==> src/rtl/clk_div_pkg.sv <==
// Shared constants and helpers for the multi-channel clock divider.
package clk_div_pkg;

  // Smallest legal divisor: one high cycle and one low cycle.
  localparam int unsigned DIV_MIN       = 2;
  localparam int unsigned DEFAULT_WIDTH = 32;

  // Width used by the clamp helper. Divisor widths up to this size are supported.
  localparam int unsigned CLAMP_W = 64;

  // Divisors below DIV_MIN would give a zero-length or one-cycle period. Force them to DIV_MIN.
  function automatic logic [CLAMP_W-1:0] clamp_div(input logic [CLAMP_W-1:0] d);
    return (d < CLAMP_W'(DIV_MIN)) ? CLAMP_W'(DIV_MIN) : d;
  endfunction

endpackage

==> src/rtl/clk_div_chan.sv <==
// Single divider channel: counter, staged divisor, registered clock and tick outputs.
module clk_div_chan
  import clk_div_pkg::*;
#(
  parameter int unsigned      WIDTH       = DEFAULT_WIDTH,
  parameter logic [WIDTH-1:0] DEFAULT_DIV = WIDTH'(50000000)
) (
  input  logic             clk_in,
  input  logic             rst,
  input  logic             en,
  input  logic             load,
  input  logic [WIDTH-1:0] div_in,
  output logic             busy,
  output logic             clk_out,
  output logic             tick
);

  localparam logic [WIDTH-1:0] RST_DIV = WIDTH'(clamp_div(CLAMP_W'(DEFAULT_DIV)));

  logic [WIDTH-1:0] cnt_q, cnt_d;
  logic [WIDTH-1:0] div_q, div_d;
  logic [WIDTH-1:0] pend_q, pend_d;
  logic             pend_vld_q, pend_vld_d;
  logic             clk_out_q, clk_out_d;
  logic             tick_q, tick_d;

  logic [WIDTH-1:0] div_last;
  logic [WIDTH-1:0] div_half;
  logic [WIDTH-1:0] div_clamped;
  logic             wrap;

  // div_q >= 2 always, so div_last never underflows and cnt_q + 1 never overflows.
  assign div_last    = div_q - WIDTH'(1);
  assign div_half    = div_q >> 1;
  assign div_clamped = WIDTH'(clamp_div(CLAMP_W'(div_in)));
  assign wrap        = en && (cnt_q == div_last);

  // Next-state: count, derive outputs from the current count, stage and apply divisors.
  always_comb begin
    cnt_d      = cnt_q;
    div_d      = div_q;
    pend_d     = pend_q;
    pend_vld_d = pend_vld_q;
    clk_out_d  = clk_out_q;
    tick_d     = 1'b0;

    if (en) begin
      cnt_d     = wrap ? '0 : cnt_q + WIDTH'(1);
      clk_out_d = (cnt_q < div_half);
      tick_d    = wrap;
    end

    // A load on the wrap edge supersedes any older pending value; it applies one wrap later.
    if (load) begin
      pend_d     = div_clamped;
      pend_vld_d = 1'b1;
    end else if (wrap && pend_vld_q) begin
      div_d      = pend_q;
      pend_vld_d = 1'b0;
    end
  end

  // State register with synchronous reset; reset drops any staged divisor.
  always_ff @(posedge clk_in) begin
    if (rst) begin
      cnt_q      <= '0;
      div_q      <= RST_DIV;
      pend_q     <= '0;
      pend_vld_q <= 1'b0;
      clk_out_q  <= 1'b0;
      tick_q     <= 1'b0;
    end else begin
      cnt_q      <= cnt_d;
      div_q      <= div_d;
      pend_q     <= pend_d;
      pend_vld_q <= pend_vld_d;
      clk_out_q  <= clk_out_d;
      tick_q     <= tick_d;
    end
  end

  assign busy    = pend_vld_q;
  assign clk_out = clk_out_q;
  assign tick    = tick_q;

endmodule

==> src/rtl/clk_div_multi.sv <==
// NUM_CH independent programmable clock dividers sharing one input clock.
module clk_div_multi
  import clk_div_pkg::*;
#(
  parameter int unsigned      NUM_CH      = 4,
  parameter int unsigned      WIDTH       = DEFAULT_WIDTH,
  parameter logic [WIDTH-1:0] DEFAULT_DIV = WIDTH'(50000000),
  parameter int unsigned      SEL_W       = (NUM_CH > 1) ? $clog2(NUM_CH) : 1
) (
  input  logic              clk_in,
  input  logic              rst,
  input  logic [NUM_CH-1:0] en,
  input  logic              div_load,
  input  logic [SEL_W-1:0]  div_sel,
  input  logic [WIDTH-1:0]  div_in,
  output logic [NUM_CH-1:0] div_busy,
  output logic [NUM_CH-1:0] clk_out,
  output logic [NUM_CH-1:0] tick
);

  logic [NUM_CH-1:0] load_vec;

  // Decode the channel select; selects at or above NUM_CH match nothing and are dropped.
  always_comb begin
    load_vec = '0;
    for (int unsigned i = 0; i < NUM_CH; i++) begin
      load_vec[i] = div_load && (div_sel == SEL_W'(i));
    end
  end

  for (genvar g = 0; g < NUM_CH; g++) begin : g_chan
    clk_div_chan #(
      .WIDTH       (WIDTH),
      .DEFAULT_DIV (DEFAULT_DIV)
    ) u_chan (
      .clk_in  (clk_in),
      .rst     (rst),
      .en      (en[g]),
      .load    (load_vec[g]),
      .div_in  (div_in),
      .busy    (div_busy[g]),
      .clk_out (clk_out[g]),
      .tick    (tick[g])
    );
  end

endmodule
==> config.mk <==
export PLATFORM = sky130hd
export DESIGN_NAME = clk_div_multi
export DESIGN_NICKNAME = d
export VERILOG_FILES = /design/src/rtl/clk_div_pkg.sv /design/src/rtl/clk_div_chan.sv /design/src/rtl/clk_div_multi.sv
export SDC_FILE = /design/constraint.sdc
export NUM_CORES = 1
export LEC_CHECK = 0
export ABC_CLOCK_PERIOD_IN_PS = 8300
export CAP_MARGIN = 20
export CORE_UTILIZATION = 65
export DETAILED_ROUTE_END_ITERATION = 10
export MAX_ROUTING_LAYER = met4
export PLACE_DENSITY_LB_ADDON = 0.3
export SETUP_SLACK_MARGIN = 0.1
export SYNTH_ARGS = -nofsm -noshare
export SYNTH_HDL_FRONTEND = slang
export SYNTH_SLANG_ARGS = --single-unit
==> constraint.sdc <==
create_clock -name clk_in -period 8.3 [get_ports clk_in]
set_clock_uncertainty 0.2 [all_clocks]
set_input_delay 1.66 -clock clk_in [delete_from_list [all_inputs] [get_ports clk_in]]
set_output_delay 1.66 -clock clk_in [all_outputs]
set_load 0.02 [all_outputs]
Word-level counts from Yosys, hierarchy flattened
Cells that the tools add are included.
{ "word_totals": {"regBits": 396, "in_bits": 41} }
{ "classes": {"n_addsub": 8, "n_lt_le_gt_ge": 5, "eq_ne": 7, "mux": 13, "bitwise": 8, "reduce_logical": 25} }
{ "ops": {"columns": ["cell", "count"], "rows": [
  ["$mux W32", 5],
  ["$add A32 B1 Y32 const B", 4],
  ["$eq A32 B32 Y1", 4],
  ["$lt A32 B31 Y1", 4],
  ["$sub A32 B1 Y32 const B", 4],
  ["$lt A32 B2 Y1 const B", 1],
  ["$logic_and A1 B1 Y1", 12],
  ["$mux W1", 8],
  ["$not A1 Y1", 8],
  ["$reduce_and A2 Y1", 4],
  ["$reduce_bool A2 Y1", 4],
  ["$reduce_or A2 Y1", 4],
  ["$eq A2 B2 Y1 const B", 2],
  ["$eq A2 B1 Y1 const B", 1],
  ["$logic_not A2 Y1", 1]
]} }

Logic depth before layout (Yosys ltp)
Gate-level depths: netlist of the first run.
{ "logic_depth": {"depth_word": 6, "mapped_depth": 14, "ltp_nobuf": 11} }

By module
Synthesis of the first run repeated with hierarchy kept, for this count alone.
{ "hier_totals": {"hier_cells": 3064, "hier_area_um2": 24856.3} }
{ "modules_own_cells": {"columns": ["mod", "instances", "cells_each", "area_per_inst_um2"], "rows": [
  ["clk_div_chan", 4, 765, 6204.7],
  ["clk_div_multi", 1, 4, 37.5]
]} }

Worst setup path after synthesis of the first run
Ideal clock, no wire load.
{ "synth_path": {"kind": "input-to-reg", "from": "in en[2]", "to": "reg g_chan[2].u_chan.div_q[13]", "setup_ps": 141, "arrival_ps": 3872, "required_time_ps": 7959, "path_slack_ps": 4086, "path_stages": 10, "cell_sequence": "clkbuf_1 nand3_1 or4_1 or4_4 a2111oi_4 and4b_4 o211ai_4 nor2_2 buf_2 o211ai_1"} }
{ "synth_between": {"elab_chain_cells": 3} }
{ "synth_lines": {"columns": ["element", "line_no", "text"], "rows": [
  ["start, declared", "clk_div_multi.sv:12", "input logic [NUM_CH-1:0] en,"],
  ["$logic_and A1 B1 Y1", "clk_div_chan.sv:36", "assign wrap = en && (cnt_q == div_last);"],
  ["$logic_and A1 B1 Y1", "clk_div_chan.sv:57", "end else if (wrap && pend_vld_q) begin"],
  ["$reduce_and A2 Y1 (no source line)", null, null],
  ["end signal, assigned", "clk_div_chan.sv:74", "div_q <= div_d;"],
  ["end, declared", "clk_div_chan.sv:21", "logic [WIDTH-1:0] div_q, div_d;"]
]} }
Every way passes these cells.
A chain may end at the register's enable or synchronous reset.

Worst setup path after layout of the first run
{ "layout_path": {"from": "in en[0]", "to": "reg g_chan[0].u_chan.cnt_q[14]"} }
{ "layout_between": {"elab_chain_cells": 2} }
{ "layout_lines": {"columns": ["element", "line_no", "text"], "rows": [
  ["$logic_and A1 B1 Y1", "clk_div_chan.sv:36", null],
  ["$mux W32", "clk_div_chan.sv:48", "cnt_d = wrap ? '0 : cnt_q + WIDTH'(1);"],
  ["end signal, assigned", "clk_div_chan.sv:73", "cnt_q <= cnt_d;"],
  ["end, declared", "clk_div_chan.sv:20", "logic [WIDTH-1:0] cnt_q, cnt_d;"]
]} }
Several ways; a longest one is shown, not always the timed one.

==> reports/results.ini, run 1 <==
[sta]
worst_slew_margin_rel_pct=28.8
finalSetupViolCount=0
setup_ws_ns=3.20
min_period_ns=5.10
period_share_pct=61.5
hold_slack_ns=0.254
grt_setup_unrepaired=no
tightest_slew_ns=1.07
timing.fmax_mhz=196
slew_viol_final=0
fin_tns_setup_ns=0
final-hold-violation-count=0

[clock_tree]
tritoncts=built
htreeDepth=2
ctsHoldBuffers=0
clock_latency_ns=0.57
clockRootBuffer=clkbuf_16
cts.sinks=396
cts_buffers=42
cts_setup_buffers=0
ctsLongestPathBuffers=3
postCtsResizedCells=0
path_clk_slew_ns=0.06

[synthesis]
syn_nets=3122
synthTopCellsByArea=dfxtp_1 (34%), ha_1 (6.9%), a21oi_1 (5.5%)
ys_warn_count=0
ys_seq_area_share_pct=34.1
ys_ff_latch=396
syn_area_per_cell_um2=7.86
yosysUniqueCellTypes=86
synthArstFlopShare_pct=0
synth_commonest_cells=dfxtp_1 (396), nand2_1 (340), nor2_1 (267)
syn_inst=2953
synthFlopType=dfxtp_1
yosysTopAreaCellShare_pct=34.1
synth_area_um2=23200
yosys.area.top_type=dfxtp_1
yosysMostFrequentCell=dfxtp_1
synth_edf_count=0

[hold_path]
min_path_type=flip-flop to flip-flop
whs_endpoint=g_chan[1].u_chan.pend_q[11]
worstHoldStart=g_chan[1].u_chan.pend_q[11]
hold_path_depth=2

[setup_path]
rr_endpoint=g_chan[0].u_chan.cnt_q[14]
end_kind=flip-flop
cp_max_fo=36
required_ns=8.50
worst_ep_arrival_time_ns=5.31
r2r_cells=12
path_class=input port to flip-flop
critPathLaunchType=input port
rrSetupSlack_ns=3.43
rr_startpoint=g_chan[0].u_chan.div_q[1]

[drt]
drt-total-wl_mm=63.4
viasPerCell=6.24
dr.pass1.iters=7
avgRoutedWirePerCell_um=18.8
drcViolationCount=0
antenna_left=0
vias=21000
drtIter0Drc=1880

[floorplan]
pin_count=53
row_count=68
core_area_um2=34900
start_util_pct=66.6
die_area_um2=36500
die_y_um=191
fp.dieW_um=191

[placement]
dp_slack_ns=2.65
dpl.hpwl_mm=45.8
port_buffers=52
place_area_um2=23700
place_congestion=1.00

[cells_and_area]
layout-drive-gt1-share_pct=4.74
fillers=2751
finalNetCount=3049
seq_area_um2=7930
final_cell_area_um2=25300
syn2layout_area_growth_pct=8.83
multi_input_area_um2=14000

[run]
drv_cap=0

[grt]
grt_max_degree=125
grt_pass1_wl_mm=101
antenna_found_initial=3
track_usage_pct=35.3
globalRouteOverflowTotal=0
grt_pass1_vias=19700

[power_and_ir_drop]
p_int_w=0.00318
swShare_pct=22.7
power_frac_clock_pct=48.2
power_density_nw_per_um2=163
peakVddDrop_uv=178
power_frac_seq_pct=47.3
p_leak_nw=9.54
switching_power_w=0.000933
combPwrFrac_pct=4.5

[status]
status=finished, final reports clean

## layout make-up
cell class	count	share of cell area, %
clock buffer	63	5.07
timing repair buffer	70	3.01
sequential	396	31.4
tap	455	2.25
multi-input combinational	2226	55.4
clock inverter	14	0.762
inverter	144	2.14
antenna	3	0.0297
## worst max-delay path, stage by stage
cell and delay [ns]:
clkdlybuf4s50_1 0.67, nand3_1 0.12, a2111oi_0 0.37, o2111ai_1 0.19, nor4b_1 0.41, nand4_1 0.26
or4_1 0.46, buf_4 0.26, nand2_1 0.75, nor2_1 0.13
## worst max path at each step
stage,to,slack [ns],cells past startpoint,start
floorplan,g_chan[2].u_chan.div_q[13],4.09,10,en[2]
global placement,g_chan[0].u_chan.cnt_q[26],2.80,10,en[0]
detailed placement,g_chan[0].u_chan.cnt_q[14],2.65,10,en[0]
CTS,g_chan[0].u_chan.cnt_q[14],3.25,10,en[0]
global route,g_chan[0].u_chan.cnt_q[14],2.78,10,en[0]
finish,g_chan[0].u_chan.cnt_q[14],3.20,10,en[0]
## through the flow
step / power [W] / instances / utilization (%)
after global placement: 0.00216 / 3286 / 67.8
after floorplan: 0.00209 / 2953 / -
after detailed placement: 0.00216 / 3287 / 67.9
final: 0.00412 / 3371 / 72.4
after CTS: 0.00413 / 3364 / 72.1
after global routing: 0.00423 / 3371 / 72.4
## routing by layer
metal  wire, um  global-route usage, %  vias up
met5          0                      -        -
met4       2210                   13.8        0
met3       4320                   5.71      153
met2      29100                   55.4      771
met1      27700                   45.2     9904
li1           -                      -    10200
## power groups by stage
stage	combinational (W)	clock [W]	sequential (W)
6_report	0.000186	0.00199	0.00195
5_1_grt	0.000198	0.00208	0.00195
4_1_cts	0.000177	0.00201	0.00195
3_5_place_dp	0.000176	0	0.00199
3_3_place_gp	0.000170	0	0.00199
2_1_floorplan	0.000110	0	0.00198
## cell usage in the layout, fill, tap and decap left out, drive strengths merged, types with 11 or more instances in the layout
cell / n
dfxtp: 396
nand2: 341
nor2: 268
a21oi: 255
nand3: 191
inv: 147
xnor2: 145
xor2: 132
o21ai: 132
ha: 128
nand4: 84
clkbuf: 64
nor3: 59
clkdlybuf4s50: 51
nor4: 51
a21o: 46
o211ai: 34
and3: 31
o31ai: 27
mux2i: 26
nand2b: 24
nand4bb: 21
nor2b: 20
or3: 18
a31oi: 18
or4: 18
buf: 18
and4: 15
nor4b: 14
and2: 11
## cell families (layout without fill, tap and decap cells)
kind of cell	count (synthesis)	after routing	share of synthesized area, %
buffers and inverters	331	291	5.77
other	0	3	0
adder cells (fa/ha/maj)	128	128	6.90
AND/OR/NAND/NOR	1210	1210	26.4
flip-flops	396	396	34.1
multiplexers	33	33	1.46
XOR/XNOR	277	277	10.4
AO/OA/AOI/OAI	578	578	14.9
## sequential cells by signal, indices dropped and copies added, names as in the netlist
name and count:
g_chan.u_chan.busy 4, g_chan.u_chan.tick 4, g_chan.u_chan.clk_out 4, g_chan.u_chan.pend_q 128, g_chan.u_chan.cnt_q 128, g_chan.u_chan.div_q 128
Note: power is estimated with default switching activity, not from simulation.
==> run 2, diff against run 1 <==
--- a/config.mk
+++ b/config.mk
@@ -5,9 +5,9 @@
 export SDC_FILE = /design/constraint.sdc
 export NUM_CORES = 1
 export LEC_CHECK = 0
-export ABC_CLOCK_PERIOD_IN_PS = 8300
+export ABC_CLOCK_PERIOD_IN_PS = 4400
 export CAP_MARGIN = 20
-export CORE_UTILIZATION = 65
+export CORE_UTILIZATION = 57
 export DETAILED_ROUTE_END_ITERATION = 10
 export MAX_ROUTING_LAYER = met4
 export PLACE_DENSITY_LB_ADDON = 0.3
==> constraint.sdc (replaced) <==
create_clock -name clk_in -period 4.4 [get_ports clk_in]
set_clock_uncertainty 0.2 [all_clocks]
set_input_delay 0.88 -clock clk_in [delete_from_list [all_inputs] [get_ports clk_in]]
set_output_delay 0.88 -clock clk_in [all_outputs]
set_load 0.02 [all_outputs]
==> reports/results.ini, run 2 (same netlist as run 1, synthesis figures left out) <==
[setup_path]
worst_ep_arrival_time_ns=4.25  ; was 5.31 ns
slowest_delay_ns=0.57  ; was 0.75 ns
cp_max_fo=25  ; was 36
critPathLaunchType=flip-flop  ; was input port
slowest_stage=or4_4  ; was nand2_1
end_kind=flip-flop  ; unchanged
path_class=flip-flop to flip-flop  ; was input port to flip-flop
required_ns=4.62  ; was 8.50 ns
crit_path_cell_trace=inv_1 -> ha_1 -> or4b_4 -> nor4_4 -> xnor2_1 -> or4_4 -> a2111oi_4 -> and4b_4 -> o211ai_4 -> nor2_2 -> o211ai_1  ; was clkdlybuf4s50_1 -> nand3_1 -> a2111oi_0 -> o2111ai_1 -> nor4b_1 -> nand4_1 -> or4_1 -> buf_4 -> nand2_1 -> nor2_1

[sta]
hold_slack_ns=0.256  ; was 0.254 ns
worst_slew_margin_rel_pct=40.4  ; was 28.8%
finalSetupViolCount=0  ; unchanged
slew_viol_final=0  ; unchanged
timing.fmax_mhz=248
tightest_slew_ns=0.891  ; was 1.07 ns
min_period_ns=4.03
fin_tns_setup_ns=0  ; unchanged
grt_setup_unrepaired=no  ; unchanged
period_share_pct=91.6
final-hold-violation-count=0  ; unchanged

[cells_and_area]
syn2layout_area_growth_pct=10.2  ; was 8.83%
layout-drive-gt1-share_pct=5.90  ; was 4.74%
layout_common_cells=dfxtp_1 (396), nand2_1 (340), nor2_1 (265)  ; unchanged
antenna_cells=0  ; was 3
top_regs=g_chan.u_chan.cnt_q x128, g_chan.u_chan.div_q x128, g_chan.u_chan.pend_q x128  ; unchanged
mostFrequentLayoutCell=dfxtp_1  ; unchanged
fillers=3408  ; was 2751
finalNetCount=3088  ; was 3049

[floorplan]
start_util_pct=58.2  ; was 66.6%
pin_count=53  ; unchanged
die_y_um=204  ; was 191 um
die_area_um2=41500  ; was 36500 um2
row_count=73  ; was 68
core_area_um2=39900  ; was 34900 um2
fp.dieW_um=204  ; was 191 um

[power_and_ir_drop]
p_leak_nw=9.69  ; was 9.54 nW
switching_power_w=0.00177  ; was 0.000933 W
totalPowerFinal_w=0.00775  ; was 0.00412 W
peakVddDrop_uv=242  ; was 178 uV
power_frac_clock_pct=48.0  ; was 48.2%
power_frac_seq_pct=47.4  ; was 47.3%
swShare_pct=22.9  ; was 22.7%
power_density_nw_per_um2=303  ; was 163 nW/um2
p_int_w=0.00598  ; was 0.00318 W
combPwrFrac_pct=4.7  ; was 4.5%

[grt]
grt_max_degree=94  ; was 125
track_usage_pct=31.7  ; was 35.3%
grt_pass1_vias=19800  ; was 19700
globalRouteOverflowTotal=0  ; unchanged
antenna_found_initial=0  ; was 3
grt_pass1_wl_mm=104  ; was 101 mm

[clock_tree]
clock_latency_ns=0.57  ; about the same
path_clk_slew_ns=0.06  ; about the same
ctsLongestPathBuffers=3  ; unchanged
cts_buffers=43  ; was 42
tritoncts=built  ; unchanged
cts.sinks=396  ; unchanged
cts_setup_buffers=0  ; unchanged
clockRootBuffer=clkbuf_16  ; unchanged
htreeDepth=2  ; unchanged

[drt]
viasPerCell=6.05  ; was 6.24
avgRoutedWirePerCell_um=18.5  ; was 18.8 um
drcViolationCount=0  ; unchanged
vias=21000  ; about the same
dr.pass1.iters=5  ; was 7
drt-total-wl_mm=64.2  ; was 63.4 mm
antenna_left=0  ; unchanged
drtIter0Drc=1436  ; was 1880

[placement]
port_buffers=52  ; unchanged
place_congestion=0.999  ; was 1.00
dpl.hpwl_mm=47.1  ; was 45.8 mm

[status]
status=finished, final reports clean  ; unchanged

[hold_path]
min_path_type=flip-flop to flip-flop  ; unchanged

[run]
drv_cap=0  ; unchanged

-- run 2: cell types whose count changed in the layout (fill, tap and decap cells not counted), sizes merged --
cell,change
buf,+38
diode,-3
inv,-4
clkinvlp,+3
clkbuf,-5
clkinv,+4
-- run 2: final cells by class --
cell class / instances / area [um2] / share of cell area (%)
repair buffers: 108 / 1020 / 3.99
clock inverters: 17 / 201 / 0.787
inverters: 144 / 541 / 2.11
well taps: 525 / 657 / 2.57
clock buffers: 58 / 1240 / 4.87
flip-flops and latches: 396 / 7930 / 31.0
multi-input cells: 2226 / 14000 / 54.7
-- run 2: power by group through the flow --
stage	sequential, W	combinational [W]	clock [W]
3_3_place_gp	0.00375	0.000344	0
2_1_floorplan	0.00374	0.000208	0
5_1_grt	0.00367	0.000388	0.00392
3_5_place_dp	0.00375	0.000352	0
6_report	0.00367	0.000362	0.00372
4_1_cts	0.00367	0.000353	0.00378
-- run 2: metal layers --
metal | GRT usage (%) | vias up | part of all wire, %
li1 | - | 10300 | -
met1 | 41.3 | 9983 | 45
met2 | 50.1 | 604 | 46
met3 | 3.87 | 152 | 5.4
met4 | 11.9 | 0 | 3.5
met5 | - | - | 0
-- run 2: worst paths after layout --
path                                            startpoint                    endpoint  slack (ns)  cells past startpoint
worst max-delay path             g_chan[2].u_chan.div_q[0]  g_chan[2].u_chan.div_q[20]        0.37                     11
worst min-delay path            g_chan[3].u_chan.pend_q[4]  g_chan[3].u_chan.pend_q[4]        0.26                      2
worst max register to register   g_chan[2].u_chan.div_q[0]  g_chan[2].u_chan.div_q[20]        0.37                     11
worst min register to register  g_chan[3].u_chan.pend_q[4]  g_chan[3].u_chan.pend_q[4]        0.26                      2
-- run 2: critical path, delay by kind of cell, from the launching register on --
kind,cells,cell delay (ns)
AND/OR/NAND/NOR,5,2.14
AO/OA/AOI/OAI,3,0.71
flip-flops,1,0.35
adder cells (fa/ha/maj),1,0.26
XOR/XNOR,1,0.14
buffers and inverters,1,0.07
-- run 2: metrics by stage --
stage | area (um2) | setup slack, ns | util (%) | cells
6_report | 25600 | 0.371 | 64.1 | 3474
5_1_grt | 25600 | 0.164 | 64.1 | 3474
4_1_cts | 25500 | 0.402 | 63.9 | 3472
3_5_place_dp | 24100 | 0.285 | 60.3 | 3397
3_3_place_gp | 24100 | 0.360 | 60.3 | 3397
2_1_floorplan | 23200 | 0.822 | - | 2953
-- run 2: what timing repair did --
action,4_1_cts,5_1_grt
gates resized for setup,0,1
hold buffers,0,0
setup endpoints to repair,0,1
